## config.mk

```make
export PLATFORM = sky130hd
export DESIGN_NAME = pkt_class_filter
export DESIGN_NICKNAME = d
export VERILOG_FILES = /design/src/rtl/pkt_class_filter_pkg.sv /design/src/rtl/pkt_sat_cnt.sv /design/src/rtl/pkt_class_filter.sv
export SDC_FILE = /design/constraint.sdc
export NUM_CORES = 1
export LEC_CHECK = 0
export BUFFER_PORTS_ARGS = -buffer_cell sky130_fd_sc_hd__buf_2
export CELL_PAD_IN_SITES_DETAIL_PLACEMENT = 1
export CELL_PAD_IN_SITES_GLOBAL_PLACEMENT = 1
export CORE_MARGIN = 4
export CORE_UTILIZATION = 30
export CTS_BUF_LIST = sky130_fd_sc_hd__clkbuf_4
export CTS_CLUSTER_SIZE = 24
export DETAILED_ROUTE_END_ITERATION = 8
export GPL_TIMING_DRIVEN = 0
export PLACE_DENSITY_LB_ADDON = 0.1
export SLEW_MARGIN = 25
export SYNTH_ARGS = -nofsm -noshare
export SYNTH_HDL_FRONTEND = slang
export SYNTH_HIERARCHICAL = 1
export SYNTH_SLANG_ARGS = --single-unit
```

## constraint.sdc

```tcl
create_clock -name clk_sys -period 8.6 [get_ports clk_sys]
set_input_delay 1.72 -clock clk_sys [delete_from_list [all_inputs] [get_ports clk_sys]]
set_output_delay 1.72 -clock clk_sys [all_outputs]
set_load 0.03 [all_outputs]
```

## src/rtl/pkt_class_filter_pkg.sv

```systemverilog
// Shared definitions for the packet class filter:
// FSM state codes, cfg_finish codes and software mask presets.
package pkt_class_filter_pkg;

  typedef enum logic [1:0] {
    S_IDLE    = 2'd0,
    S_TRAN    = 2'd1,
    S_DISCARD = 2'd2,
    S_RESYNC  = 2'd3
  } state_e;

  localparam logic [1:0] CFG_DISCARD = 2'b00;

  localparam logic [7:0] MASK_NMAC   = 8'h20;
  localparam logic [7:0] MASK_NON_TS = 8'hF8;
  localparam logic [7:0] MASK_ALL    = 8'hFF;

  function automatic logic head_pass(
    input logic [1:0] cfg,
    input logic       tsn,
    input logic       std_port,
    input logic       mask_bit
  );
    return (cfg != CFG_DISCARD) &&
           (tsn || std_port || mask_bit);
  endfunction

endpackage

```

## src/rtl/pkt_sat_cnt.sv

```systemverilog
// Saturating statistics counter with synchronous clear;
// clear wins over a same-cycle increment.
module pkt_sat_cnt #(
  parameter int CNT_W = 16
) (
  input  logic             clk_sys,
  input  logic             reset_n,
  input  logic             i_inc,
  input  logic             i_clr,
  output logic [CNT_W-1:0] o_cnt
);

  logic [CNT_W-1:0] r_cnt;

  always_ff @(posedge clk_sys or negedge reset_n) begin
    if (!reset_n) begin
      r_cnt <= '0;
    end else if (i_clr) begin
      r_cnt <= '0;
    end else if (i_inc && (r_cnt != '1)) begin
      r_cnt <= r_cnt + 1'b1;
    end
  end

  assign o_cnt = r_cnt;

endmodule

```

## src/rtl/pkt_class_filter.sv

```systemverilog
// Ingress packet filter: pass/drop decided on the head beat,
// with length truncation and pass/drop statistics.
module pkt_class_filter
  import pkt_class_filter_pkg::*;
#(
  parameter int DW       = 8,
  parameter int TSW      = 19,
  parameter int TYPE_LSB = 5,
  parameter int TYPE_W   = 3,
  parameter int MAX_LEN  = 2047,
  parameter int CNT_W    = 16
) (
  input  logic                 clk_sys,
  input  logic                 reset_n,
  input  logic                 port_type,
  input  logic [1:0]           cfg_finish,
  input  logic [2**TYPE_W-1:0] iv_type_mask,
  input  logic [DW:0]          iv_data,
  input  logic                 i_data_wr,
  input  logic                 i_tsn_en,
  input  logic [TSW-1:0]       iv_rec_ts,
  input  logic                 i_cnt_clr,
  output logic [DW:0]          ov_data,
  output logic                 o_data_wr,
  output logic [TSW-1:0]       ov_rec_ts,
  output logic                 o_tsn_en,
  output logic                 o_pkt_valid_pulse,
  output logic                 o_pkt_drop_pulse,
  output logic                 o_trunc_pulse,
  output logic [CNT_W-1:0]     ov_pass_cnt,
  output logic [CNT_W-1:0]     ov_drop_cnt,
  output logic [1:0]           ov_state_report
);

  localparam int BW = $clog2(MAX_LEN + 1);
  localparam logic [BW-1:0] MAX_B = BW'(MAX_LEN);

  state_e         r_state;
  logic [BW-1:0]  r_beat;
  logic [DW:0]    r_data;
  logic           r_data_wr;
  logic [TSW-1:0] r_rec_ts;
  logic           r_tsn;
  logic           r_vp;
  logic           r_dp;
  logic           r_tr;

  logic              w_tail;
  logic [TYPE_W-1:0] w_type;
  logic              w_pass;
  logic              w_head;
  logic              w_tran;
  logic [BW-1:0]     w_beat_nxt;
  logic              w_trunc;
  logic              w_pass_inc;
  logic              w_drop_inc;

  always_comb begin
    w_tail     = iv_data[DW];
    w_type     = iv_data[TYPE_LSB +: TYPE_W];
    w_pass     = head_pass(cfg_finish, i_tsn_en,
                           port_type, iv_type_mask[w_type]);
    w_head     = (r_state == S_IDLE) && i_data_wr;
    w_tran     = (r_state == S_TRAN) && i_data_wr;
    w_beat_nxt = r_beat + 1'b1;
    w_trunc    = w_tran && !w_tail && (w_beat_nxt == MAX_B);
    w_pass_inc = (w_head && w_pass && w_tail) ||
                 (w_tran && w_tail);
    w_drop_inc = (w_head && !w_pass) || w_trunc;
  end

  always_ff @(posedge clk_sys or negedge reset_n) begin
    if (!reset_n) begin
      r_state   <= S_RESYNC;
      r_beat    <= '0;
      r_data    <= '0;
      r_data_wr <= 1'b0;
      r_rec_ts  <= '0;
      r_tsn     <= 1'b0;
      r_vp      <= 1'b0;
      r_dp      <= 1'b0;
      r_tr      <= 1'b0;
    end else begin
      r_data_wr <= 1'b0;
      r_data    <= '0;
      r_rec_ts  <= '0;
      r_vp      <= w_pass_inc;
      r_dp      <= w_drop_inc;
      r_tr      <= w_trunc;
      unique case (r_state)
        S_RESYNC: begin
          r_tsn <= 1'b0;
          if (!i_data_wr) r_state <= S_IDLE;
        end
        S_IDLE: begin
          r_tsn <= 1'b0;
          if (i_data_wr && w_pass) begin
            r_data_wr <= 1'b1;
            r_data    <= iv_data;
            r_rec_ts  <= iv_rec_ts;
            r_tsn     <= i_tsn_en;
            r_beat    <= BW'(1);
            if (!w_tail) r_state <= S_TRAN;
          end else if (i_data_wr && !w_tail) begin
            r_state <= S_DISCARD;
          end
        end
        S_TRAN: begin
          if (i_data_wr) begin
            r_data_wr <= 1'b1;
            r_data    <= {w_tail | w_trunc, iv_data[DW-1:0]};
            r_beat    <= w_beat_nxt;
            if (w_tail)       r_state <= S_IDLE;
            else if (w_trunc) r_state <= S_DISCARD;
          end
        end
        S_DISCARD: begin
          if (i_data_wr && w_tail) r_state <= S_IDLE;
        end
        default: r_state <= S_RESYNC;
      endcase
    end
  end

  pkt_sat_cnt #(.CNT_W(CNT_W)) u_pass_cnt (
    .clk_sys (clk_sys),
    .reset_n (reset_n),
    .i_inc   (w_pass_inc),
    .i_clr   (i_cnt_clr),
    .o_cnt   (ov_pass_cnt)
  );

  pkt_sat_cnt #(.CNT_W(CNT_W)) u_drop_cnt (
    .clk_sys (clk_sys),
    .reset_n (reset_n),
    .i_inc   (w_drop_inc),
    .i_clr   (i_cnt_clr),
    .o_cnt   (ov_drop_cnt)
  );

  assign ov_data           = r_data;
  assign o_data_wr         = r_data_wr;
  assign ov_rec_ts         = r_rec_ts;
  assign o_tsn_en          = r_tsn;
  assign o_pkt_valid_pulse = r_vp;
  assign o_pkt_drop_pulse  = r_dp;
  assign o_trunc_pulse     = r_tr;
  assign ov_state_report   = r_state;

endmodule

```

# After elaboration in Yosys (flattened, before gate mapping)
# Cells that the tools add are included.
[totals] reg_bits=78 inputBits=44 output_inout_bits=67
[op_classes] add_sub_neg=3 magnitude_cmp=1 eq_ne=13 muxes=28 bitwise=1 reduce_logical=28
[op_table] cell="$mux 16" n=4
[op_table] cell="$mux 19" n=2
[op_table] cell="$add 16x1->16 const B" n=2
[op_table] cell="$ne 16x16->1 const B" n=2
[op_table] cell="$mux 11" n=2
[op_table] cell="$pmux 11 s2" n=1
[op_table] cell="$mux 9" n=2
[op_table] cell="$pmux 9 s2" n=1
[op_table] cell="$mux 2" n=8
[op_table] cell="$logic_and 1x1->1" n=14
[op_table] cell="$add 11x1->11 const B" n=1
[op_table] cell="$eq 11x11->1 const B" n=1
[op_table] cell="$reduce_bool 2->1" n=5
[op_table] cell="$pmux 2 s4" n=1
[op_table] cell="$ne 2x2->1 const B" n=3
[op_table] cell="$ne 3x3->1 const B" n=2
[op_table] cell="$reduce_and 6->1" n=1
[op_table] cell="$eq 2x2->1 const B" n=2
[op_table] cell="$logic_or 1x1->1" n=4
[op_table] cell="$lt 3x4->1 const B" n=1
[op_table] cell="$mux 1" n=4
[op_table] cell="$pmux 1 s2" n=2
[op_table] cell="$bmux 1 s3" n=1
[op_table] cell="$ne 3x1->1 const B" n=1
[op_table] cell="6 further kinds" n=7

# Logic depth before layout (Yosys ltp)
[logic_depth] word_depth=10 mapped_depth=12

# Modules after synthesis
# Netlist, hierarchy kept.
[by_module_without_submodules] module="pkt_class_filter" n_inst=1 cells_per_inst=206 area_per_inst_um2=2215.9
[by_module_without_submodules] module="pkt_sat_cnt" n_inst=2 cells_per_inst=98 area_per_inst_um2=942.2

# Worst setup path after synthesis
# OpenSTA, ideal clock, no wires.
[synth_timing] path_kind="input to register" start="input iv_data[5]" end="register u_drop_cnt.r_cnt[3], in the netlist u_drop_cnt/o_cnt[3]" arrival_ps=4038 setup_slack_ps=4484 stages=11 n_path_buf=3 path_cell_list="buf_2 -> mux2i_1 -> a22oi_1 -> a311o_1 -> clkbuf_1 -> o21ai_0 -> a31o_2 -> inv_1 -> clkbuf_1 -> or4_2 -> a21oi_1"
[synth_between] elab_chain_cells=9
[synth_lines] item="from (decl)" line="pkt_class_filter.sv:18" rtl="input logic [DW:0] iv_data,"
[synth_lines] item="$bmux 1 s3" line="pkt_class_filter.sv:62" rtl="port_type, iv_type_mask[w_type]);"
[synth_lines] item="$mux 1 (implied by the code)" line="pkt_class_filter.sv:62"
[synth_lines] item="$logic_or 1x1->1" line="pkt_class_filter_pkg.sv:25" rtl="(tsn || std_port || mask_bit);"
[synth_lines] item="$logic_and 1x1->1" line="pkt_class_filter_pkg.sv:24" rtl="return (cfg != CFG_DISCARD) &&"
[synth_lines] item="$logic_not 1->1" line="pkt_class_filter.sv:69" rtl="w_drop_inc = (w_head && !w_pass) || w_trunc;"
[synth_lines] item="$logic_and 1x1->1" line="pkt_class_filter.sv:69"
[synth_lines] item="$logic_or 1x1->1" line="pkt_class_filter.sv:69"
[synth_lines] item="named net w_drop_inc" line="pkt_class_filter.sv:56" rtl="logic w_drop_inc;"
[synth_lines] item="$logic_and 1x1->1" line="pkt_sat_cnt.sv:20" rtl="end else if (i_inc && (r_cnt != '1)) begin"
[synth_lines] item="$reduce_bool 2->1 (no source line)"
[synth_lines] item="to (signal assigned)" line="pkt_sat_cnt.sv:21" rtl="r_cnt <= r_cnt + 1'b1;"
[synth_lines] item="to (decl)" line="pkt_sat_cnt.sv:13" rtl="logic [CNT_W-1:0] r_cnt;"
# The timed path passes the listed nets, and every way through them passes these cells. The select of a mux whose other input is x is not followed.
# A chain may end at the register's enable or synchronous reset.

# Final worst setup path
[layout_timing] start="input iv_data[5]" end="register u_drop_cnt.r_cnt[6], in the netlist u_drop_cnt/o_cnt[6]"
# The elaborated chain is that of the path after synthesis.

==> impl_metrics.yaml <==
critical_path:
  cp_max_fo: 10
  worstSetupPathType: "in -> reg"
  r2r_cells: 10
  crit_path_start_kind: "primary input"
  rr_startpoint: "ov_state_report[0]"
  r2r_slack_ns: 5.09
  r2r-end: "u_drop_cnt/o_cnt[11]"
  cp.arrival_ns: 4.68
  critPathCaptureType: "register"
  worstPathRequired_ns: 8.98
detailed_routing:
  num_vias: 3674
  first_pass_iters: 4
  ant_nets: 0
  avgViaCountPerCell: 5.23
  drc: 0
  wire_per_inst_um: 18.1
  drt-total-wl_um: 12700
  first_iter_violations: 231
cells_and_area:
  nets: 573
  drive_above_1_share_pct: 30.7
  most-common-layout-cells: "111 x buf_2, 76 x dfrtp_1, 25 x and3_1, 25 x nand2_1, 25 x a21oi_1"
  syn2layout_area_growth_pct: 22.3
  mostFrequentLayoutCell: "buf_2"
power_and_ir_drop:
  p_leak_nw: 2.43
  irDropWorstVdd_mv: 0.0937
  power_density_nw_per_um2: 196
clocking:
  cts_hold_buf: 0
  clock_path_buffers: 2
  cts.repair.resized: 0
  clkSlewWorstSetupHoldPaths_ns: 0.13
  clkSinkCount: 78
  post_cts_buffers: 0
  clk_latency_ns: 0.46
  clockRootBuffer: "clkbuf_4"
  h-tree-depth: 3
  cts_buffers: 9
  cts_tree: "yes"
timing:
  tightest_slew_ns: 0.624
  setup-tns-final_ns: 0
  rsz0062_at_grt: "false"
  whs_ns: 0.504
  maxSlewViolCount: 0
  setup_viol: 0
  max_freq_mhz: 233
  report.final.hold_viol_count: 0
  layout_worst_path_cycle_share_pct: 50.0
  min_period_ns: 4.30
  max_slew_margin_pct: 58.1
  clock_skew_ns: 0.0137
floorplan:
  start_util_pct: 30.8
  core_area_sq_um: 13300
  die-area_sq_um: 15600
  std_cell_rows: 42
  die_y_um: 125
  io_pins: 111
  die_width_um: 125
synth:
  ys_ff_latch: 78
  synth_nets: 454
  synth_cell_type_count: 58
  synthFlopType: "dfrtp_1"
  synth_warnings: 6
  synth_edf_count: 0
  syn_area_sq_um: 4100
  avgSynthCellArea_sq_um: 10.2
  syn_inst: 402
  yosysSeqAreaShare_pct: 47.7
  async_reset_ff_share_pct: 100
place:
  hpwl_um: 9280
  gp_congestion: 0.770
  io_buffers: 107
global_route:
  grt_pass1_wl_um: 20700
  track_usage_pct: 16.4
  overflow: 0
  grt_start_max_net_pins: 41
  grt_pass1_vias: 3866
  antenna_found_initial: 1
run:
  max-cap-violations: 0
hold_path:
  hold_start: "o_tsn_en"
  hp-class: "reg -> reg"
  hold_depth: 2
  holdPathEnd: "o_tsn_en"
run_status:
  status: "completed"
[power by group]
part           switching [mW]  leakage, nW  internal [mW]
clock                   0.144       0.0659         0.0865
sequential             0.0246         1.06          0.409
combinational           0.222         1.31         0.0985
total                   0.390         2.43          0.594
[worst max-delay path, stage by stage]
cell	delay, ns
buf_2	0.14
mux2i_1	0.13
a22oi_1	0.25
a311o_1	0.28
clkbuf_1	0.32
o21ai_0	0.22
a31o_2	0.36
inv_1	0.12
clkbuf_1	0.36
clkbuf_1	0.46
o31ai_1	0.15
a21oi_1	0.15
[sequential cells by signal, indices dropped and copies added, names as in the netlist]
name and flops:
o_data_wr 1, o_pkt_drop_pulse 1, o_pkt_valid_pulse 1, o_trunc_pulse 1, o_tsn_en 1, ov_data 9
ov_rec_ts 19, ov_state_report 2, r_beat 11, u_drop_cnt/o_cnt 16, u_pass_cnt/o_cnt 16
[cells by family (layout without fill, tap and decap cells)]
logic type               after synthesis  in the layout  share of synthesized area [%]
AND/OR/NAND/NOR                      175            175                           26.2
AO/OA/AOI/OAI                         86             86                           14.9
flip-flops                            78             78                           47.7
buffers and inverters                 38            161                           4.45
multiplexers                          13             13                           3.42
adder cells (fa/ha/maj)                8              8                           2.44
XOR/XNOR                               4              4                          0.855
other                                  0              2                              0
[stage by stage]
step / worst slack (ns) / cell area [sq um] / total power, mW / util [%] / std cells
after floorplan: 4.48 / 4100 / 0.652 / - / 402
after global placement: 3.83 / 4860 / 0.758 / 36.5 / 685
after detailed placement: 3.79 / 4880 / 0.766 / 36.7 / 686
after CTS: 4.29 / 5010 / 1.00 / 37.7 / 701
after global routing: 3.98 / 5010 / 1.05 / 37.7 / 702
final: 4.30 / 5010 / 0.984 / 37.7 / 703
[layout make-up]
class,instances,area (sq um)
Multi-Input combinational cell,286,1960
Antenna cell,2,5.00
Clock inverter,6,62.6
Inverter,13,48.8
Clock buffer,9,67.6
Buffer,25,134
Fill cell,1557,8280
Sequential cell,78,1950
Timing Repair Buffer,108,558
Tap cell,176,220
[how the worst max path moves through the flow]
stage | cells past startpoint | from | slack (ns) | endpoint
after floorplan | 11 | iv_data[5] | 4.48 | u_drop_cnt/o_cnt[3]
after global placement | 12 | iv_data[5] | 3.83 | u_drop_cnt/o_cnt[8]
after detailed placement | 12 | iv_data[5] | 3.79 | u_drop_cnt/o_cnt[8]
after CTS | 12 | iv_data[5] | 4.29 | u_drop_cnt/o_cnt[6]
after global routing | 12 | iv_data[5] | 3.98 | u_drop_cnt/o_cnt[8]
final | 12 | iv_data[5] | 4.30 | u_drop_cnt/o_cnt[6]
[synth_stat cells (4+ instances only)]
cell | instances | area [sq um]
nor2_1 | 16 | 60.1
nor2b_1 | 11 | 68.8
or3_1 | 5 | 31.3
and4_2 | 4 | 40.0
mux2_1 | 8 | 90.1
o21ai_1 | 8 | 40.0
buf_2 | 5 | 25.0
nand4_1 | 17 | 106
or4_2 | 4 | 35.0
or4_1 | 13 | 97.6
and2_1 | 9 | 56.3
and3_1 | 25 | 156
nor4_1 | 10 | 62.6
o31ai_1 | 18 | 135
mux2i_1 | 5 | 50.1
dfrtp_1 | 76 | 1900
nor3_1 | 5 | 25.0
nand2_1 | 25 | 93.8
ha_1 | 8 | 100
nand3_1 | 16 | 80.1
clkbuf_1 | 14 | 52.6
o21ai_0 | 10 | 50.1
a21oi_1 | 25 | 125
inv_1 | 12 | 45.0
[metal layers]
metal / vias to the layer above / track usage, % / part of all wire, %
met5: - / 0 / 0
met4: 0 / 5.93 / 1.7
met3: 18 / 4.46 / 5.9
met2: 88 / 27.4 / 48
met1: 1807 / 20.5 / 45
li1: 1761 / - / -
(Power assumes the default switching activity.)
